<file path="src/rtl/fetch_sequencer_pkg.sv">
// fetch_pkg: state encoding, PC step and counter helpers shared by the fetch sequencer
package fetch_pkg;
    typedef enum logic [1:0] {BOOT, FETCH, ISSUE, HOLD} fetch_state_t;
    localparam logic [31:0] PC_STEP = 32'd4;
    localparam logic [31:0] DEFAULT_RESET_PC = 32'h0000_0000;
    localparam int CNT_W = 32;
    function automatic logic [CNT_W-1:0] sat_inc(input logic [CNT_W-1:0] c, input logic en);
        return (en && !(&c)) ? c + CNT_W'(1) : c;
    endfunction
endpackage

</file>
<file path="src/rtl/fetch_sequencer_next_pc_calc.sv">
// next_pc_calc: sequential or redirected successor of PC from jump/branch flags
module next_pc_calc
    import fetch_pkg::*;
#(
    parameter int OFFSET_W = 8
) (
    input  logic [31:0]         PC,
    input  logic                jump,
    input  logic                branch,
    input  logic                ZERO,
    input  logic [OFFSET_W-1:0] OFFSET,
    output logic [31:0]         next_pc,
    output logic                taken
);
    logic [31:0] disp;
    always_comb begin
        taken = jump | (branch & ZERO);
        disp = taken ? 32'(signed'(OFFSET)) << 2 : 32'd0;
        next_pc = PC + PC_STEP + disp;
    end
endmodule

</file>
<file path="src/rtl/fetch_sequencer.sv">
// fetch_sequencer: PC/fetch FSM against busywait memories; FETCH_PERF_EN adds retire/stall counters
module fetch_sequencer
    import fetch_pkg::*;
#(
    parameter logic [31:0] RESET_PC = DEFAULT_RESET_PC,
    parameter int          OFFSET_W = 8
) (
    input  logic                CLK,
    input  logic                RESET,
    input  logic                IMEM_BUSYWAIT,
    input  logic [31:0]         IMEM_READDATA,
    input  logic                DMEM_BUSYWAIT,
    input  logic                jump,
    input  logic                branch,
    input  logic                ZERO,
    input  logic [OFFSET_W-1:0] OFFSET,
    output logic                IMEM_READ,
    output logic [31:0]         PC,
    output logic [31:0]         INSTRUCTION,
    output logic                INSTR_VALID,
`ifdef FETCH_PERF_EN
    output logic [CNT_W-1:0]    RETIRED_COUNT,
    output logic [CNT_W-1:0]    STALL_COUNT,
`endif
    output logic                STALL
);
    fetch_state_t state;
    logic [31:0] next_pc;
    logic taken;
    logic retire;

    next_pc_calc #(.OFFSET_W(OFFSET_W)) u_next_pc (
        .PC(PC),
        .jump(jump),
        .branch(branch),
        .ZERO(ZERO),
        .OFFSET(OFFSET),
        .next_pc(next_pc),
        .taken(taken)
    );

    assign retire = (state == ISSUE || state == HOLD) && !DMEM_BUSYWAIT;

    // Outputs are registered alongside the state so they always reflect the state being entered.
    always_ff @(posedge CLK or negedge RESET) begin
        if (!RESET) begin
            state <= BOOT;
            PC <= RESET_PC;
            INSTRUCTION <= '0;
            INSTR_VALID <= 1'b0;
            IMEM_READ <= 1'b0;
            STALL <= 1'b1;
        end else begin
            case (state)
                BOOT: begin
                    state <= FETCH;
                    IMEM_READ <= 1'b1;
                end
                FETCH: if (!IMEM_BUSYWAIT) begin
                    state <= ISSUE;
                    INSTRUCTION <= IMEM_READDATA;
                    IMEM_READ <= 1'b0;
                    INSTR_VALID <= 1'b1;
                    STALL <= 1'b0;
                end
                ISSUE, HOLD: if (DMEM_BUSYWAIT) begin
                    state <= HOLD;
                    STALL <= 1'b1;
                end else begin
                    state <= FETCH;
                    PC <= taken ? next_pc : PC + PC_STEP;
                    IMEM_READ <= 1'b1;
                    INSTR_VALID <= 1'b0;
                    STALL <= 1'b1;
                end
                default: state <= BOOT;
            endcase
        end
    end

`ifdef FETCH_PERF_EN
    always_ff @(posedge CLK or negedge RESET) begin
        if (!RESET) begin
            RETIRED_COUNT <= '0;
            STALL_COUNT <= '0;
        end else begin
            RETIRED_COUNT <= sat_inc(RETIRED_COUNT, retire);
            STALL_COUNT <= sat_inc(STALL_COUNT, STALL);
        end
    end
`else
    logic unused_retire;
    assign unused_retire = retire;
`endif
endmodule

</file>
<file path="config.mk">
export PLATFORM = sky130hd
export DESIGN_NAME = fetch_sequencer
export DESIGN_NICKNAME = d
export VERILOG_FILES = /design/src/rtl/fetch_sequencer_pkg.sv /design/src/rtl/fetch_sequencer_next_pc_calc.sv /design/src/rtl/fetch_sequencer.sv
export SDC_FILE = /design/constraint.sdc
export NUM_CORES = 1
export LEC_CHECK = 0
export BUFFER_PORTS_ARGS = -buffer_cell sky130_fd_sc_hd__buf_2
export CAP_MARGIN = 25
export CORE_AREA = 2 2 97 99
export CTS_CLUSTER_SIZE = 24
export DETAILED_ROUTE_END_ITERATION = 6
export DIE_AREA = 0 0 99 101
export PLACE_DENSITY = 0.95
export SLEW_MARGIN = 20
export SYNTH_ARGS = -nofsm -noshare
export SYNTH_HDL_FRONTEND = slang
export SYNTH_SLANG_ARGS = --single-unit
</file>
<file path="constraint.sdc">
create_clock -name CLK -period 8.43 [get_ports CLK]
set_input_delay 0.843 -clock CLK [delete_from_list [all_inputs] [get_ports CLK]]
set_output_delay 0.843 -clock CLK [all_outputs]
set_load 0.02 [all_outputs]
</file>
==> reports/results.ini, run 1 <==
[grt]
grt_pass1_vias = 4852
grt_max_degree = 68
grt_pass1_wl_um = 23000
track_usage_pct = 28.3
antenna_found_initial = 0
grt.overflow.total = 0

[clock_network]
clk_latency_ns = 0.37
cts_setup_buffers = 0
cts-root-buf = clkbuf_8
cts_buffer_depth = 2
clkSinkCount = 67
cts_resized = 0
cts-hold-fix-buffers = 0
htree_levels = 3
cts_made_buffers = 9
cts_tree = yes
clkTransAtPathRegs_ns = 0.10

[route]
drt-pass1-iter-count = 4
via_count = 4954
ant_nets = 0
route.detailed.drc = 0
drt_wl_total_um = 13900
avgViaCountPerCell = 6.13
drtIter0Drc = 264
post_drt_wl_per_cell_um = 17.2

[sta]
setup_viol = 0
tns_ns = 0
fin_ws_ns = 3.08
fin_skew_ns = 0.0172
slew_violations = 0
period_share_pct = 63.4
rsz0062_at_grt = false
finalHoldViolations = 0
tightestPinTransition_ns = 0.817
min_period_ns = 5.35
holdWs_ns = 0.491
max_freq_mhz = 187
maxSlewHeadroom_pct = 45.5

[setup_path]
worstSetupEndpointType = flop
worstSetupStartpointType = flop
cp_max_fo = 10
worstPathArrival_ns = 5.59
worst_ep_required_time_ns = 8.68
rr_worst_depth = 16
crit_type = reg -> reg

[logic_synthesis]
synth_top_area_share_pct = 31.7
synth_area_leaders = dfrtp_1 32%, ha_1 8.6%, mux2_2 7.3%
ys_types = 64
synth_top_family_by_area = compound AO/OA/AOI/OAI gates
async_reset_ff_share_pct = 100
synth_compound_area_share_pct = 21.9
post-synth-top-count-cell = dfrtp_1
synth_fa_ha_area_share_pct = 9.02
synth_xor_xnor_area_share_pct = 7.56
synth_cells = 593
synth_area_sq_um = 5220
synth.avg_cell_area_sq_um = 8.79
synth_simple_gate_area_share_pct = 17.6
muxShareOfSynthArea_pct = 7.53
synth_seq_cells = 67
synth_edf_count = 0
synth_largest_area_cell = dfrtp_1
yosysSeqAreaShare_pct = 32.2
synthTopCellsByCount = 66 x dfrtp_1, 56 x a21oi_1, 46 x nand2_1, 46 x nor2_1, 43 x o21ai_0
synth_ff_type = dfrtp_1
ys_warn_count = 0

[floorplan]
initial_utilization_pct = 58.1
rows = 35
fp.dieH_um = 101
dieArea_sq_um = 10000
die_w_um = 99
core-area_sq_um = 8980
top_level_ports = 114

[power]
p_leak_nw = 2.85
p_int_mw = 1.15
swShare_pct = 48.3
pwr-share-seq_pct = 27.5
fin_total_pwr_mw = 2.22
p_per_area_nw_per_um2 = 367
power_frac_clock_pct = 14.6
switchingPower_mw = 1.07
vdd_drop_max_v = 0.000221
power_frac_comb_pct = 57.9

[placement]
place_congestion = 0.959
place_area_sq_um = 5820
dp_cells = 792
hpwl_um = 10000
io_buffers = 111
pre_cts_ws_ns = 3.03

[finish]
multi_input_area_sq_um = 3340
fillers = 681
stdcell_count = 808
regArea_sq_um = 1680
layout.nets = 776
layout-drive-gt1-share_pct = 25.8
antennaDiodeCount = 0
final_area_sq_um = 6050
syn_to_final_growth_pct = 16.1
final_core_util_pct = 67.4

[status]
status = complete, no violations

[hold_path]
hold_path.class = reg -> reg
min_path_cells = 2

[run]
drv_cap = 0

==> power by group through the flow <==
stage,sequential (mW),combinational (mW),clock [mW]
4_1_cts,0.610,1.28,0.327
5_1_grt,0.633,1.41,0.342
2_1_floorplan,0.748,0.777,0
3_3_place_gp,0.604,1.22,0
6_report,0.612,1.29,0.325
3_5_place_dp,0.612,1.26,0
==> final cells by class <==
| class | count | share of cell area (%) |
|---|---|---|
| Multi-Input combinational cell | 477 | 55.1 |
| Sequential cell | 67 | 27.7 |
| Timing Repair Buffer | 115 | 9.67 |
| Tap cell | 111 | 2.29 |
| Clock buffer | 9 | 2.05 |
| Clock inverter | 7 | 1.78 |
| Inverter | 22 | 1.36 |
==> cell usage in the layout (no fill, tap or decap), drive strengths merged, types with 3 or more instances in the layout <==
| cell | count |
|---|---|
| xor2 | 19 |
| nor3b | 3 |
| a41oi | 3 |
| a211oi | 5 |
| nor4 | 5 |
| o21ai | 43 |
| nand2 | 46 |
| and3 | 10 |
| ha | 36 |
| nor2b | 3 |
| o21a | 11 |
| clkbuf | 9 |
| mux2 | 34 |
| xnor2 | 26 |
| inv | 26 |
| a22oi | 4 |
| and2 | 9 |
| a31oi | 5 |
| nor3 | 9 |
| o21bai | 10 |
| nand3 | 24 |
| a21o | 18 |
| buf | 115 |
| a21oi | 56 |
| dfrtp | 66 |
| nand4 | 8 |
| nor2 | 46 |
| o22ai | 6 |
| nand4b | 3 |
==> cell families (layout without fill, tap and decap cells) <==
| group | count (synthesis) | in the layout |
|---|---|---|
| buffers and inverters | 50 | 153 |
| AO/OA/AOI/OAI | 182 | 182 |
| AND/OR/NAND/NOR | 176 | 176 |
| adder cells (fa/ha/maj) | 37 | 37 |
| multiplexers | 35 | 35 |
| other | 1 | 2 |
| flip-flops | 67 | 67 |
| XOR/XNOR | 45 | 45 |
==> flip-flops by register name, summed over array words and instances, names as in the netlist <==
name,flops
INSTRUCTION,32
PC,30
state,2
IMEM_READ,1
INSTR_VALID,1
STALL,1
==> worst paths after layout <==
path                                    startpoint  slack (ns)                          end
max                              PC[8]$_DFFE_PN0P_        3.08           PC[31]$_DFFE_PN0P_
min                        INSTR_VALID$_DFFE_PN0P_        0.49      INSTR_VALID$_DFFE_PN0P_
max reg2reg                      PC[8]$_DFFE_PN0P_        3.08           PC[31]$_DFFE_PN0P_
min reg2reg                INSTR_VALID$_DFFE_PN0P_        0.49      INSTR_VALID$_DFFE_PN0P_
max in group asynchronous                    RESET        7.23  INSTRUCTION[14]$_DFFE_PN0P_
min in group asynchronous                    RESET        0.68           PC[10]$_DFFE_PN0P_
==> routing by layer <==
| layer | vias up | part of all wire, % | track usage (%) |
|---|---|---|---|
| li1 | 2357 | - | - |
| met1 | 2332 | 41 | 35.1 |
| met2 | 234 | 48 | 47.7 |
| met3 | 31 | 8.8 | 7.28 |
| met4 | 0 | 2.6 | 10.5 |
| met5 | - | 0 | 0 |
==> worst max-delay path: stages (launching register included) <==
cell      delay (ns)
dfrtp_1         0.50
nand4_1         0.24
nor4_1          0.76
nand3_1         0.29
nor2_1          0.23
and3_1          0.40
and3_1          0.29
xor2_1          0.18
ha_1            0.36
a21o_1          0.22
a21o_1          0.17
a21oi_1         0.15
o21ai_0         0.11
a21o_1          0.20
a221oi_1        0.45
a211oi_1        0.12
or4_1           0.55
No activity file was read; power rests on OpenSTA's default activity.
==> run 2, diff against run 1 <==
ABC_AREA = 1   (was not set)
CORE_AREA = 2 2 106 108   (was 2 2 97 99)
DIE_AREA = 0 0 108 110   (was 0 0 99 101)
PLACE_DENSITY = 0.91   (was 0.95)
clock period = 5 ns   (was 8.43 ns; I/O delays follow)
==> run 2 against run 1 <==
  * Sequential cell count is the same
  * Count of clock-buffer cells in the layout is the same
  * Power grew 90%
  * Cell count grew 54%
  * Via count grew 35%
  * Critical endpoint unchanged
  * Highest routed layer unchanged
==> reports/results.ini, run 2 <==
[route]
via_count = 6681
ant_nets = 0
drt_wl_total_um = 18600
route.detailed.drc = 0
avgViaCountPerCell = 5.38
drtIter0Drc = 761
post_drt_wl_per_cell_um = 15.0
drt-pass1-iter-count = 7

[power]
p_leak_nw = 4.06
p_per_area_nw_per_um2 = 614
fin_total_pwr_mw = 4.24
vdd_drop_max_v = 0.000368

[setup_path]
critical_path.top_delay_family = simple AND/OR/NAND/NOR gates
r2r_slack_ns = 1.74
cp-endpoint = PC[31]$_DFFE_PN0P_
r2r_end = PC[31]$_DFFE_PN0P_
worstPathArrival_ns = 3.50
r2r-start = PC[9]$_DFFE_PN0P_
crit_cells = 19
critPathBufInv = 3
worstSetupEndpointType = flop
cp_cell_sequence = nand2_1, nor2_1, nand3_1, nor2_1, nand2_1, xor2_1, inv_1, ha_1, inv_1, nor3_1, nand2_1, inv_1, nand2_1, nand2_1, a21oi_1, nand2_1, nand3_1, nand2_1, nand2_1
slowest_delay_ns = 0.47
rr_worst_depth = 19
crit_type = reg -> reg
cpMostUsedCell = nand2_1
worst_ep_required_time_ns = 5.24
cp_max_fo = 5
crit_slowest_cell = dfrtp_1
startpoint = PC[9]$_DFFE_PN0P_
worstSetupStartpointType = flop

[sta]
tns_ns = 0
fin_skew_ns = 0.00580
maxSlewHeadroom_pct = 41.6
tightestPinTransition_ns = 0.875
max_freq_mhz = 307
setup_viol = 0
rsz0062_at_grt = false
period_share_pct = 65.2
slew_violations = 0
min_period_ns = 3.26
finalHoldViolations = 0

[logic_synthesis]
yosysSeqAreaShare_pct = 28.0
synth_seq_cells = 67
synth_largest_area_cell = dfrtp_1
async_reset_ff_share_pct = 100
synth_ff_type = dfrtp_1
synth_area_sq_um = 6000
synth_edf_count = 0
post-synth-top-count-cell = nand2_1
synth_area_leaders = dfrtp_1 28%, nand2_1 25%, inv_1 9.3%
ys_warn_count = 0
ys_types = 40
synth_cells = 988
synth.avg_cell_area_sq_um = 6.07
synth_top_area_share_pct = 27.5
synthTopCellsByCount = 396 x nand2_1, 149 x inv_1, 103 x nor2_1

[status]
status = complete, no violations

[floorplan]
core-area_sq_um = 10700
initial_utilization_pct = 56.1
top_level_ports = 114
rows = 38
dieArea_sq_um = 11900
die_w_um = 108
fp.dieH_um = 110

[finish]
mostFrequentLayoutCell = nand2_1
largestRegisters = INSTRUCTION: 32 flops, PC: 30 flops, state: 2 flops
regMostFlops = INSTRUCTION
layout-drive-gt1-share_pct = 15.9
antennaDiodeCount = 0
syn_to_final_growth_pct = 15.1
layout.nets = 1181
stdcell_count = 1242
largest_reg_flops = 32
final_cell_mix = 396 x nand2_1, 149 x inv_1, 111 x buf_2, 100 x nor2_1, 66 x dfrtp_1

[hold_path]
hold_path.class = in -> async

[clock_network]
clkSinkCount = 67
cts_made_buffers = 9
clkTransAtPathRegs_ns = 0.08
htree_levels = 3
cts_setup_buffers = 0
cts_tree = yes
cts_buffer_depth = 2
cts-root-buf = clkbuf_8
clk_latency_ns = 0.35
cts-hold-fix-buffers = 0
cts_resized = 0

[grt]
grt_pass1_wl_um = 29400
antenna_found_initial = 0
grt_max_degree = 68
grt_pass1_vias = 5994
grt.overflow.total = 0
track_usage_pct = 31.6

[placement]
place_congestion = 0.991
hpwl_um = 14200
io_buffers = 111
dp_cells = 1226

[run]
drv_cap = 0

## run 2: cell types whose count changed in the layout (fill, tap and decap cells not counted), moves of 7 or more
cell / delta
nand2_1: +350
inv_1: +127
nor2_1: +54
nand3_1: +35
mux2_2: -34
o21ai_0: -28
xnor2_1: -25
a21oi_1: -20
a21o_1: -14
o21a_1: -10
and3_1: -9
nor2_2: +8
nand2_2: +7
## run 2: worst min-delay path by stage
| stage | from | end | slack [ns] | cells past startpoint |
|---|---|---|---|---|
| floorplan | RESET | IMEM_READ$_DFFE_PN0P_ | 0.20 | 0 |
| global placement | INSTRUCTION[3]$_DFFE_PN0P_ | INSTRUCTION[3]$_DFFE_PN0P_ | 0.45 | 2 |
| detailed placement | INSTRUCTION[11]$_DFFE_PN0P_ | INSTRUCTION[11]$_DFFE_PN0P_ | 0.45 | 2 |
| CTS | IMEM_READDATA[19] | INSTRUCTION[19]$_DFFE_PN0P_ | 0.34 | 3 |
| global route | IMEM_READDATA[19] | INSTRUCTION[19]$_DFFE_PN0P_ | 0.35 | 3 |
| finish | RESET | INSTRUCTION[27]$_DFFE_PN0P_ | 0.35 | 2 |
## run 2: final cells by class
| type | count | area [sq um] |
|---|---|---|
| clock buffers | 9 | 124 |
| clock inverters | 7 | 81.3 |
| fillers | 945 | 3790 |
| inverters | 152 | 571 |
| multi-input cells | 750 | 3670 |
| flip-flops and latches | 67 | 1680 |
| well taps | 140 | 175 |
| repair buffers | 117 | 601 |
## run 2: metrics by stage
step                      cell area [sq um]  setup WS [ns]  hold slack [ns]  util (%)
final                                  6900           1.74            0.348      64.5
after CTS                              6900           1.85            0.345      64.5
after floorplan                        6000           1.74            0.204         -
after global placement                 6700           1.91            0.449      62.6
after global routing                   6900           1.43            0.349      64.5
after detailed placement               6700           1.88            0.453      62.6
## run 2: cell families (layout without fill, tap and decap cells)
| logic type | count (synthesis) | in the layout | share of synthesized area [%] |
|---|---|---|---|
| AO/OA/AOI/OAI | 81 | 81 | 7.90 |
| other | 1 | 2 | 0.0625 |
| buffers and inverters | 172 | 285 | 11.0 |
| flip-flops | 67 | 67 | 28.0 |
| XOR/XNOR | 20 | 20 | 2.92 |
| adder cells (fa/ha/maj) | 37 | 37 | 7.84 |
| AND/OR/NAND/NOR | 610 | 610 | 42.3 |
## run 2: power breakdown
part / leakage, nW / switching (mW) / internal (mW) / total [mW]
Sequential: 0.793 / 0.289 / 0.766 / 1.06
Clock: 0.107 / 0.242 / 0.240 / 0.482
Combinational: 3.16 / 1.82 / 0.875 / 2.70
Total: 4.06 / 2.35 / 1.88 / 4.24
## run 2: per-layer routing
metal / vias to the layer above / track usage, % / part of all wire, %
met5: - / 0 / 0
met4: 0 / 14.1 / 4.3
met3: 59 / 5.06 / 9.2
met2: 374 / 50.4 / 46
met1: 2987 / 42.5 / 41
li1: 3261 / - / -
